`config.mk`:
```
export PLATFORM = sky130hd
export DESIGN_NAME = controle_multiciclo
export DESIGN_NICKNAME = d
export VERILOG_FILES = /design/src/rtl/ctrl_pkg.sv /design/src/rtl/decod_instr.sv /design/src/rtl/controle_multiciclo.sv
export SDC_FILE = /design/constraint.sdc
export NUM_CORES = 1
export LEC_CHECK = 0
export ABC_AREA = 1
export CORE_MARGIN = 2
export CORE_UTILIZATION = 50
export CTS_BUF_LIST = sky130_fd_sc_hd__clkbuf_4 sky130_fd_sc_hd__clkbuf_8
export CTS_CLUSTER_DIAMETER = 150
export DETAILED_ROUTE_END_ITERATION = 7
export PLACE_DENSITY = 0.95
export SLEW_MARGIN = 20
export SYNTH_ARGS = -nofsm -noshare
export SYNTH_HDL_FRONTEND = slang
export SYNTH_SLANG_ARGS = --single-unit
```
`constraint.sdc`:
```
create_clock -name clk -period 3.4 [get_ports clk]
set_input_delay 0.68 -clock clk [delete_from_list [all_inputs] [get_ports clk]]
set_output_delay 0.68 -clock clk [all_outputs]
set_load 0.05 [all_outputs]
```
`src/rtl/ctrl_pkg.sv`:
```
// Shared encodings for the RV64 multicycle control unit: FSM states, instruction
// fields, ALU operation codes and datapath mux selects.
package ctrl_pkg;

  typedef enum logic [4:0] {
    RESET, FETCH, DECODE, EXEC_R, EXEC_I, WB_ALU, ADDR, MEM_RD,
    WB_LOAD, MEM_WR, BRANCH, LUI, JAL, HALT
  } stateT;

  typedef enum logic [3:0] {
    CL_R, CL_IMM, CL_LOAD, CL_STORE, CL_BRANCH, CL_LUI, CL_JAL, CL_EBREAK, CL_BAD
  } instrClassT;

  localparam logic [6:0] OP_R      = 7'b0110011;
  localparam logic [6:0] OP_IMM    = 7'b0010011;
  localparam logic [6:0] OP_LOAD   = 7'b0000011;
  localparam logic [6:0] OP_STORE  = 7'b0100011;
  localparam logic [6:0] OP_BRANCH = 7'b1100011;
  localparam logic [6:0] OP_LUI    = 7'b0110111;
  localparam logic [6:0] OP_JAL    = 7'b1101111;
  localparam logic [6:0] OP_SYSTEM = 7'b1110011;

  localparam logic [2:0] F3_ADD = 3'b000;
  localparam logic [2:0] F3_AND = 3'b111;
  localparam logic [2:0] F3_XOR = 3'b100;
  localparam logic [2:0] F3_LD  = 3'b011;
  localparam logic [2:0] F3_BEQ = 3'b000;
  localparam logic [2:0] F3_BNE = 3'b001;

  localparam logic [6:0] F7_BASE = 7'b0000000;
  localparam logic [6:0] F7_SUB  = 7'b0100000;

  localparam logic [2:0] ALU_LOAD = 3'b000;
  localparam logic [2:0] ALU_ADD  = 3'b001;
  localparam logic [2:0] ALU_SUB  = 3'b010;
  localparam logic [2:0] ALU_AND  = 3'b011;
  localparam logic [2:0] ALU_XOR  = 3'b110;

  localparam logic [1:0] MUXA_PC     = 2'b00;
  localparam logic [1:0] MUXA_A      = 2'b01;
  localparam logic [1:0] MUXA_PC_OLD = 2'b10;

  localparam logic [1:0] MUXB_B      = 2'b00;
  localparam logic [1:0] MUXB_FOUR   = 2'b01;
  localparam logic [1:0] MUXB_IMM    = 2'b10;
  localparam logic [1:0] MUXB_IMM_SH = 2'b11;

  localparam logic [2:0] WB_ALU_OUT = 3'b000;
  localparam logic [2:0] WB_MDR     = 3'b001;
  localparam logic [2:0] WB_IMM     = 3'b010;
  localparam logic [2:0] WB_PC      = 3'b011;

endpackage

```
`src/rtl/decod_instr.sv`:
```
// Combinational instruction classifier: opcode selects the class, funct3/funct7
// validate the encoding within that class and pick the R-type ALU operation.
module decod_instr
  import ctrl_pkg::*;
(
  input  logic [6:0] opcode,
  input  logic [2:0] funct3,
  input  logic [6:0] funct7,
  output instrClassT instrClass,
  output logic [2:0] rAluOp,
  output logic       isBne,
  output logic       illegal
);

  always_comb begin
    // NOTE: every output gets a default before the case so no path can infer a latch.
    instrClass = CL_BAD;
    rAluOp     = ALU_ADD;
    isBne      = 1'b0;
    illegal    = 1'b0;
    unique case (opcode)
      OP_R: begin
        instrClass = CL_R;
        case ({funct7, funct3})
          {F7_BASE, F3_ADD}: rAluOp = ALU_ADD;
          {F7_SUB,  F3_ADD}: rAluOp = ALU_SUB;
          {F7_BASE, F3_AND}: rAluOp = ALU_AND;
          {F7_BASE, F3_XOR}: rAluOp = ALU_XOR;
          default:           illegal = 1'b1;
        endcase
      end
      OP_IMM: begin
        instrClass = CL_IMM;
        illegal    = (funct3 != F3_ADD);
      end
      OP_LOAD: begin
        instrClass = CL_LOAD;
        illegal    = (funct3 != F3_LD);
      end
      OP_STORE: begin
        instrClass = CL_STORE;
        illegal    = (funct3 != F3_LD);
      end
      OP_BRANCH: begin
        instrClass = CL_BRANCH;
        isBne      = (funct3 == F3_BNE);
        illegal    = (funct3 != F3_BEQ) && (funct3 != F3_BNE);
      end
      OP_LUI:    instrClass = CL_LUI;
      OP_JAL:    instrClass = CL_JAL;
      OP_SYSTEM: instrClass = CL_EBREAK;
      default:   illegal = 1'b1;
    endcase
  end

endmodule

```
`src/rtl/controle_multiciclo.sv`:
```
// Multicycle control FSM for the RV64 datapath. Outputs are decoded from the state
// register; only the branch pc_write also looks at alu_zero.
module controle_multiciclo
  import ctrl_pkg::*;
#(
  parameter int MEM_WAIT_CYCLES = 1,
  parameter int STATE_W         = 5
) (
  input  logic               clk,
  input  logic               rst,
  input  logic [6:0]         opcode,
  input  logic [2:0]         funct3,
  input  logic [6:0]         funct7,
  input  logic               alu_zero,
  output logic               pc_write,
  output logic               ir_write,
  output logic               mem_rd,
  output logic               mem_wr,
  output logic               sel_mem_addr,
  output logic               load_a,
  output logic               load_b,
  output logic               load_alu_out,
  output logic               load_mdr,
  output logic               reg_write,
  output logic [1:0]         sel_mux_a,
  output logic [1:0]         sel_mux_b,
  output logic [2:0]         sel_wb,
  output logic               sel_pc,
  output logic [2:0]         alu_op,
  output logic               instr_done,
  output logic               halted,
  output logic               illegal,
  output logic [STATE_W-1:0] state_out
);

  localparam logic [2:0] WAIT_INIT = 3'(MEM_WAIT_CYCLES);

  stateT      state, nextState;
  logic [2:0] waitCnt;
  logic       waitDone;
  logic       illegalReg;
  logic       goIllegal;

  instrClassT instrClass;
  logic [2:0] rAluOp;
  logic       isBne;
  logic       encIllegal;

  decod_instr uDecod (
    .opcode    (opcode),
    .funct3    (funct3),
    .funct7    (funct7),
    .instrClass(instrClass),
    .rAluOp    (rAluOp),
    .isBne     (isBne),
    .illegal   (encIllegal)
  );

  assign waitDone  = (waitCnt == 3'd0);
  assign illegal   = illegalReg;
  assign state_out = STATE_W'(state);

  // The wait counter reloads whenever a memory-wait state is freshly entered.
  always_ff @(posedge clk or posedge rst) begin
    if (rst) begin
      // NOTE: state registers use non-blocking assignments so every flop samples pre-edge values.
      state      <= RESET;
      waitCnt    <= WAIT_INIT;
      illegalReg <= 1'b0;
    end else begin
      state <= nextState;
      if ((nextState == FETCH || nextState == MEM_RD) && nextState != state)
        waitCnt <= WAIT_INIT;
      else if (nextState == state && (state == FETCH || state == MEM_RD))
        waitCnt <= waitCnt - 3'd1;
      if (goIllegal)
        illegalReg <= 1'b1;
    end
  end

  always_comb begin
    nextState    = state;
    goIllegal    = 1'b0;
    pc_write     = 1'b0;
    ir_write     = 1'b0;
    mem_rd       = 1'b0;
    mem_wr       = 1'b0;
    sel_mem_addr = 1'b0;
    load_a       = 1'b0;
    load_b       = 1'b0;
    load_alu_out = 1'b0;
    load_mdr     = 1'b0;
    reg_write    = 1'b0;
    sel_mux_a    = MUXA_PC;
    sel_mux_b    = MUXB_B;
    sel_wb       = WB_ALU_OUT;
    sel_pc       = 1'b0;
    alu_op       = ALU_LOAD;
    instr_done   = 1'b0;
    halted       = 1'b0;
    case (state)
      RESET: nextState = FETCH;
      FETCH: begin
        mem_rd    = 1'b1;
        sel_mux_b = MUXB_FOUR;
        alu_op    = ALU_ADD;
        if (waitDone) begin
          ir_write  = 1'b1;
          pc_write  = 1'b1;
          nextState = DECODE;
        end
      end
      DECODE: begin
        load_a       = 1'b1;
        load_b       = 1'b1;
        sel_mux_a    = MUXA_PC_OLD;
        sel_mux_b    = MUXB_IMM_SH;
        alu_op       = ALU_ADD;
        load_alu_out = 1'b1;
        case (instrClass)
          CL_R:              nextState = EXEC_R;
          CL_IMM:            nextState = EXEC_I;
          CL_LOAD, CL_STORE: nextState = ADDR;
          CL_BRANCH:         nextState = BRANCH;
          CL_LUI:            nextState = LUI;
          CL_JAL:            nextState = JAL;
          CL_EBREAK:         nextState = HALT;
          default: begin
            nextState = HALT;
            goIllegal = 1'b1;
          end
        endcase
      end
      EXEC_R, EXEC_I, ADDR: begin
        if (encIllegal) begin
          nextState = HALT;
          goIllegal = 1'b1;
        end else begin
          sel_mux_a    = MUXA_A;
          sel_mux_b    = (state == EXEC_R) ? MUXB_B : MUXB_IMM;
          alu_op       = (state == EXEC_R) ? rAluOp : ALU_ADD;
          load_alu_out = 1'b1;
          if (state == ADDR)
            nextState = (instrClass == CL_STORE) ? MEM_WR : MEM_RD;
          else
            nextState = WB_ALU;
        end
      end
      WB_ALU: begin
        reg_write  = 1'b1;
        instr_done = 1'b1;
        nextState  = FETCH;
      end
      MEM_RD: begin
        mem_rd       = 1'b1;
        sel_mem_addr = 1'b1;
        if (waitDone) begin
          load_mdr  = 1'b1;
          nextState = WB_LOAD;
        end
      end
      WB_LOAD: begin
        reg_write  = 1'b1;
        sel_wb     = WB_MDR;
        instr_done = 1'b1;
        nextState  = FETCH;
      end
      MEM_WR: begin
        mem_wr       = 1'b1;
        sel_mem_addr = 1'b1;
        instr_done   = 1'b1;
        nextState    = FETCH;
      end
      BRANCH: begin
        if (encIllegal) begin
          nextState = HALT;
          goIllegal = 1'b1;
        end else begin
          sel_mux_a  = MUXA_A;
          sel_mux_b  = MUXB_B;
          alu_op     = ALU_SUB;
          sel_pc     = 1'b1;
          pc_write   = isBne ? ~alu_zero : alu_zero;
          instr_done = 1'b1;
          nextState  = FETCH;
        end
      end
      LUI: begin
        reg_write  = 1'b1;
        sel_wb     = WB_IMM;
        instr_done = 1'b1;
        nextState  = FETCH;
      end
      JAL: begin
        reg_write  = 1'b1;
        sel_wb     = WB_PC;
        pc_write   = 1'b1;
        sel_pc     = 1'b1;
        instr_done = 1'b1;
        nextState  = FETCH;
      end
      HALT: begin
        halted    = 1'b1;
        nextState = HALT;
      end
      default: begin
        nextState = HALT;
        goIllegal = 1'b1;
      end
    endcase
  end

endmodule

```
Yosys cells after proc, flatten, opt, wreduce, memory -nomap -nowiden
Index checks and enable logic that the tools add are counted.
{ "word_totals": {"out_inout_bits": 29, "in_bits": 20, "regBits": 9, "wordCells": 113} }
{ "op_classes": {"n_bitwise": 1, "reduce_logical": 25, "eq_ne": 38, "muxes": 45, "add_sub_neg": 1} }
{ "ops": {"columns": ["cell", "count"], "rows": [
  ["4-bit one-hot mux with 8 select lines", 1],
  ["5-bit by 4-bit == test with 1-bit output, second input constant", 6],
  ["5-bit one-hot mux with 6 select lines", 1],
  ["5-bit by 3-bit == test with 1-bit output, second input constant", 5],
  ["4-bit one-hot mux with 6 select lines", 1],
  ["7-bit by 6-bit == test with 1-bit output, second input constant", 3],
  ["7-bit == test, second input constant", 3],
  ["10-bit by 3-bit == test with 1-bit output, second input constant", 2],
  ["3-bit one-hot mux with 3 select lines", 2],
  ["1-bit two-way mux", 17],
  ["4-bit by 3-bit == test with 1-bit output, second input constant", 4],
  ["4-bit two-way mux", 4],
  ["3-bit two-way mux", 5],
  ["2-bit one-hot mux with 3 select lines", 2],
  ["4-bit OR reduction", 3],
  ["10-bit by 9-bit == test with 1-bit output, second input constant", 1],
  ["5-bit by 1-bit == test with 1-bit output, second input constant", 2],
  ["5-bit by 2-bit == test with 1-bit output, second input constant", 2],
  ["10-bit logical NOT", 1],
  ["5-bit two-way mux", 2],
  ["2-bit OR reduction", 5],
  ["9-bit OR reduction", 1],
  ["4-bit by 2-bit == test with 1-bit output, second input constant", 2],
  ["8-bit OR reduction", 1],
  ["other kinds (25)", 34]
]} }

Longest topological paths before layout
{ "depth": {"depth_word": 11, "mapped_depth": 19, "ltp_nobuf": 18} }

Cells and area by module
From an unflattened synthesis, not the netlist that was laid out.
{ "hier_totals": {"hier_cells": 227, "hier_area_um2": 1362.6} }
{ "by_module_without_submodules": {"columns": ["module", "seq_area_each_um2", "n_inst", "area_per_inst_um2", "cells_each"], "rows": [
  ["controle_multiciclo", 226.5, 1, 1036.0, 161],
  ["decod_instr", 0.0, 1, 326.6, 66]
]} }

Least setup slack after synthesis
OpenSTA, ideal clock, no wires.
{ "synth_timing": {"path_kind": "reg-to-output", "start": "reg state[1] (netlist: state_out[1])", "end": "out pc_write", "arrival_time_ps": 3254, "t_required_ps": 2720, "stages_incl_launch_ff": 5, "n_path_buf": 1, "path_slack_ps": -534, "path_cell_list": "dfrtp_1 > buf_4 > nor4_1 > nand2_1 > o211ai_1"} }
{ "synth_between": {"elab_chain_cells": 2, "word_cells_on_any_way": 4} }
{ "synth_rtl": {"columns": ["item", "line", "rtl"], "rows": [
  ["start, declared", "controle_multiciclo.sv:38", "stateT state, nextState;"],
  ["start signal, assigned", "controle_multiciclo.sv:71", "state <= nextState;"],
  ["5-bit by 4-bit == test with 1-bit output / 5-bit by 1-bit == test with 1-bit output (equally long branches)", "controle_multiciclo.sv:101", "case (state)"],
  ["1-bit one-hot mux with 3 select lines *", "controle_multiciclo.sv:101", null],
  ["end, declared", "controle_multiciclo.sv:15", "output logic pc_write,"]
]} }
Mark *: on every way between the ends. The rest lies on a longest branch, timed or not.

Worst setup path in the final report
{ "layout_timing": {"start": "in opcode[2]", "end": "out pc_write"} }
{ "layout_between": {"elab_chain_cells": 5, "word_cells_on_any_way": 15} }
{ "layout_rtl": {"columns": ["item", "line", "rtl"], "rows": [
  ["start, declared", "controle_multiciclo.sv:11", "input logic [6:0] opcode,"],
  ["7-bit by 6-bit == test with 1-bit output, or another cell as far along", "decod_instr.sv:21", "unique case (opcode)"],
  ["3-bit OR reduction (no source line), or another cell as far along", null, null],
  ["1-bit one-hot mux with 5 select lines / 1-bit two-way mux (equally long branches)", "decod_instr.sv:21, controle_multiciclo.sv:183", null],
  ["1-bit two-way mux *", "controle_multiciclo.sv:175", "if (encIllegal) begin"],
  ["1-bit one-hot mux with 3 select lines *", "controle_multiciclo.sv:101", null]
]} }
Marks and branches as above.

==> metrics.cfg <==
[outcome]
status = finished clean

[sta]
period_needed_ps = 3300
tightest_slew_ps = 511
final_max_slew_viol_count = 0
setup_viol = 0
fin_skew_ps = 12.9
hold_violations = 0
max_slew_margin_pct = 65.8
postLayoutSetupSlackWorst_ps = 98.1
max_freq_mhz = 303
fin_crit_sh_pct = 97.1

[critical_path]
cpMostUsedCell = nand2_1
worstPathMaxFanout = 7
crit_path_start = opcode[2]
crit_path_start_kind = input port
critPathSlowestCell = clkdlybuf4s50_1
crit_buf_inv = 5
cpPeakStageDelay_ps = 510
crit_required_ps = 2720
crit_type = in2out
end_kind = primary output
worstReg2RegStart = state_out[1]
cp_top_family = buffers and inverters
worstPathArrival_ps = 2620
path_cells = clkdlybuf4s50_1 -> inv_2 -> nand2_1 -> nor2_4 -> buf_4 -> nand3_1 -> nand2_1 -> nor2_4 -> nand3_4 -> inv_2 -> nand2_1 -> o211ai_1 -> bufbuf_16

[place]
globalplace.congestion = 0.897
dp.cells = 309
dp_hpwl_mm = 3.37
post-place-ws_ps = 39.6
io_buffers = 47
place_area_um2 = 1990

[power]
p_sw_share_pct = 30.8
power_mw = 0.280
p_int_mw = 0.194
power_frac_comb_pct = 25.0
power.density_nw_per_um2 = 135
seq_power_share_pct = 39.3
max-vdd-ir-drop_mv = 0.228
pwr-share-clk_pct = 35.7
power.leakage_nw = 1.07
power.switching_mw = 0.0861

[finish]
fillers = 199
area_growth_pct = 48.6
layout-drive-gt1-share_pct = 24.0
nets = 306
final_cells = 314
diodes = 0
postLayoutCellArea_um2 = 2070

[clock_tree]
htreeDepth = 1
clk_latency_ps = 290
cts_tree = built
cts-root-buf = clkbuf_4
path_clk_slew_ps = 60
numCtsBuffers = 3
clock_sinks = 9
ctsHoldBuffers = 0
ctsLongestPathBuffers = 2

[yosys]
seq_area_frac_synth_pct = 16.2
avgSynthCellArea_um2 = 6.04
ys_seq_elements = 9
synthCells = 231
yosys_warnings = 0
syn_area_um2 = 1400
netlist-cell-type-count = 36

[flow_run]
drv_cap = 0

[drt]
drc = 0
drtIter0Drc = 90
ant_nets = 0
dr_total_vias = 1690
avgRoutedWirePerCell_um = 13.1
vias_per_cell = 5.38
drtPass1Iterations = 4
wl_mm = 4.11

[floorplan]
dieArea_um2 = 3230
die_x_um = 56.8
coreArea_um2 = 2710
rows = 19
dieHeight_um = 56.8
start_util_pct = 51.5
num_io_pins = 49

[grt]
grt_remaining_overflow = 0
grt_usage_pct = 26.2
grt_pass1_wl_mm = 6.74
grt_antenna_before_repair = 0
grt_pass1_vias = 1592
grt_start_max_net_pins = 10

[worst_hold_path]
min-delay-start = illegal
holdCritPathClass = reg2reg

[layer usage]
metal / global-route usage (%) / wire, µm
met5: 0 / 0
met4: 8.64 / 108
met3: 5.76 / 349
met2: 45.5 / 2020
met1: 31.9 / 1630
[final cells by class]
class,count,area [µm²],share of cell area (%)
Inverter,41,156,7.54
Clock buffer,4,30.0,1.45
Timing Repair Buffer,51,606,29.2
Multi-Input combinational cell,178,1020,49.0
Tap cell,31,38.8,1.87
Sequential cell,9,226,10.9
[cell usage in the layout (no fill, tap or decap), types with 3 or more instances in the layout]
master / count
inv_1: 33
nor2_1: 32
clkbuf_4: 4
nand2_2: 15
buf_12: 8
nor2_2: 7
nand3_2: 6
inv_2: 6
nand3b_1: 3
dfrtp_1: 8
nand3_4: 4
nor3_1: 4
nand4_1: 6
a21oi_1: 7
nand2_1: 51
clkdlybuf4s50_1: 37
nor2_4: 5
buf_4: 4
nand3_1: 15
[final timing paths]
check                                to  slack, ps  cells after the start
setup / recovery               pc_write        100                     13
hold / removal                  illegal        480                      1
setup reg to reg             waitCnt[1]       1260                     13
hold reg to reg                 illegal        480                      1
max in group asynchronous    waitCnt[0]       2450                      2
min in group asynchronous  state_out[1]        640                      2
[registers in the layout (all words and copies together) (netlist names)]
signal / count
illegal: 1
state_out: 5
waitCnt: 3
[metrics by stage]
| stage | setup TNS [ps] | hold slack [ps] | utilization (%) |
|---|---|---|---|
| after floorplan | 0 | 507 | - |
| after CTS | 0 | 485 | 74.7 |
| final | 0 | 480 | 76.5 |
| after global routing | -27.5 | 518 | 76.5 |
| after detailed placement | 0 | 465 | 73.6 |
| after global placement | 0 | 459 | 73.6 |
[timing repair]
action | 4_1_cts | 5_1_grt
gates resized for setup | 0 | 10
setup buffers | 0 | 1
endpoints found under the setup margin | 0 | 8
[synthesized netlist by cell type, drive strengths merged]
| cell | n | area [µm²] |
|---|---|---|
| dfrtp | 8 | 200 |
| xor2 | 2 | 17.5 |
| inv | 40 | 153 |
| nand2 | 68 | 300 |
| buf | 4 | 33.8 |
| and3 | 1 | 6.26 |
| nor4 | 2 | 12.5 |
| nand3b | 3 | 22.5 |
| nand3 | 25 | 198 |
| nand4 | 6 | 37.5 |
| o22ai | 1 | 6.26 |
| a21oi | 9 | 52.6 |
| o2bb2ai | 1 | 8.76 |
| clkinv | 1 | 3.75 |
| nor3 | 4 | 20.0 |
| xnor2 | 1 | 8.76 |
| o211ai | 2 | 15.0 |
| o21ai | 2 | 13.8 |
| nor3b | 1 | 7.51 |
| conb | 1 | 3.75 |
| and2 | 1 | 6.26 |
| nor2 | 44 | 208 |
| ha | 2 | 25.0 |
| a221o | 1 | 10.0 |
| dfstp | 1 | 26.3 |
[kinds of logic (layout without fill, tap and decap cells)]
kind of cell | after synthesis | in the layout | synth area share [%]
fa+ha+maj | 2 | 2 | 1.79
simple gates | 155 | 155 | 58.6
flops | 9 | 9 | 16.2
xor+xnor | 3 | 3 | 1.88
buf+inv | 45 | 96 | 13.6
compound gates | 16 | 16 | 7.62
other cells | 1 | 2 | 0.269
[power by group through the flow]
| stage | clock [mW] | combinational, mW | sequential [mW] |
|---|---|---|---|
| 2_1_floorplan | 0 | 0.0321 | 0.114 |
| 3_3_place_gp | 0 | 0.0649 | 0.112 |
| 3_5_place_dp | 0 | 0.0669 | 0.112 |
| 4_1_cts | 0.0997 | 0.0671 | 0.110 |
| 5_1_grt | 0.104 | 0.0772 | 0.110 |
| 6_report | 0.0998 | 0.0701 | 0.110 |
(Power assumes the default switching activity.)
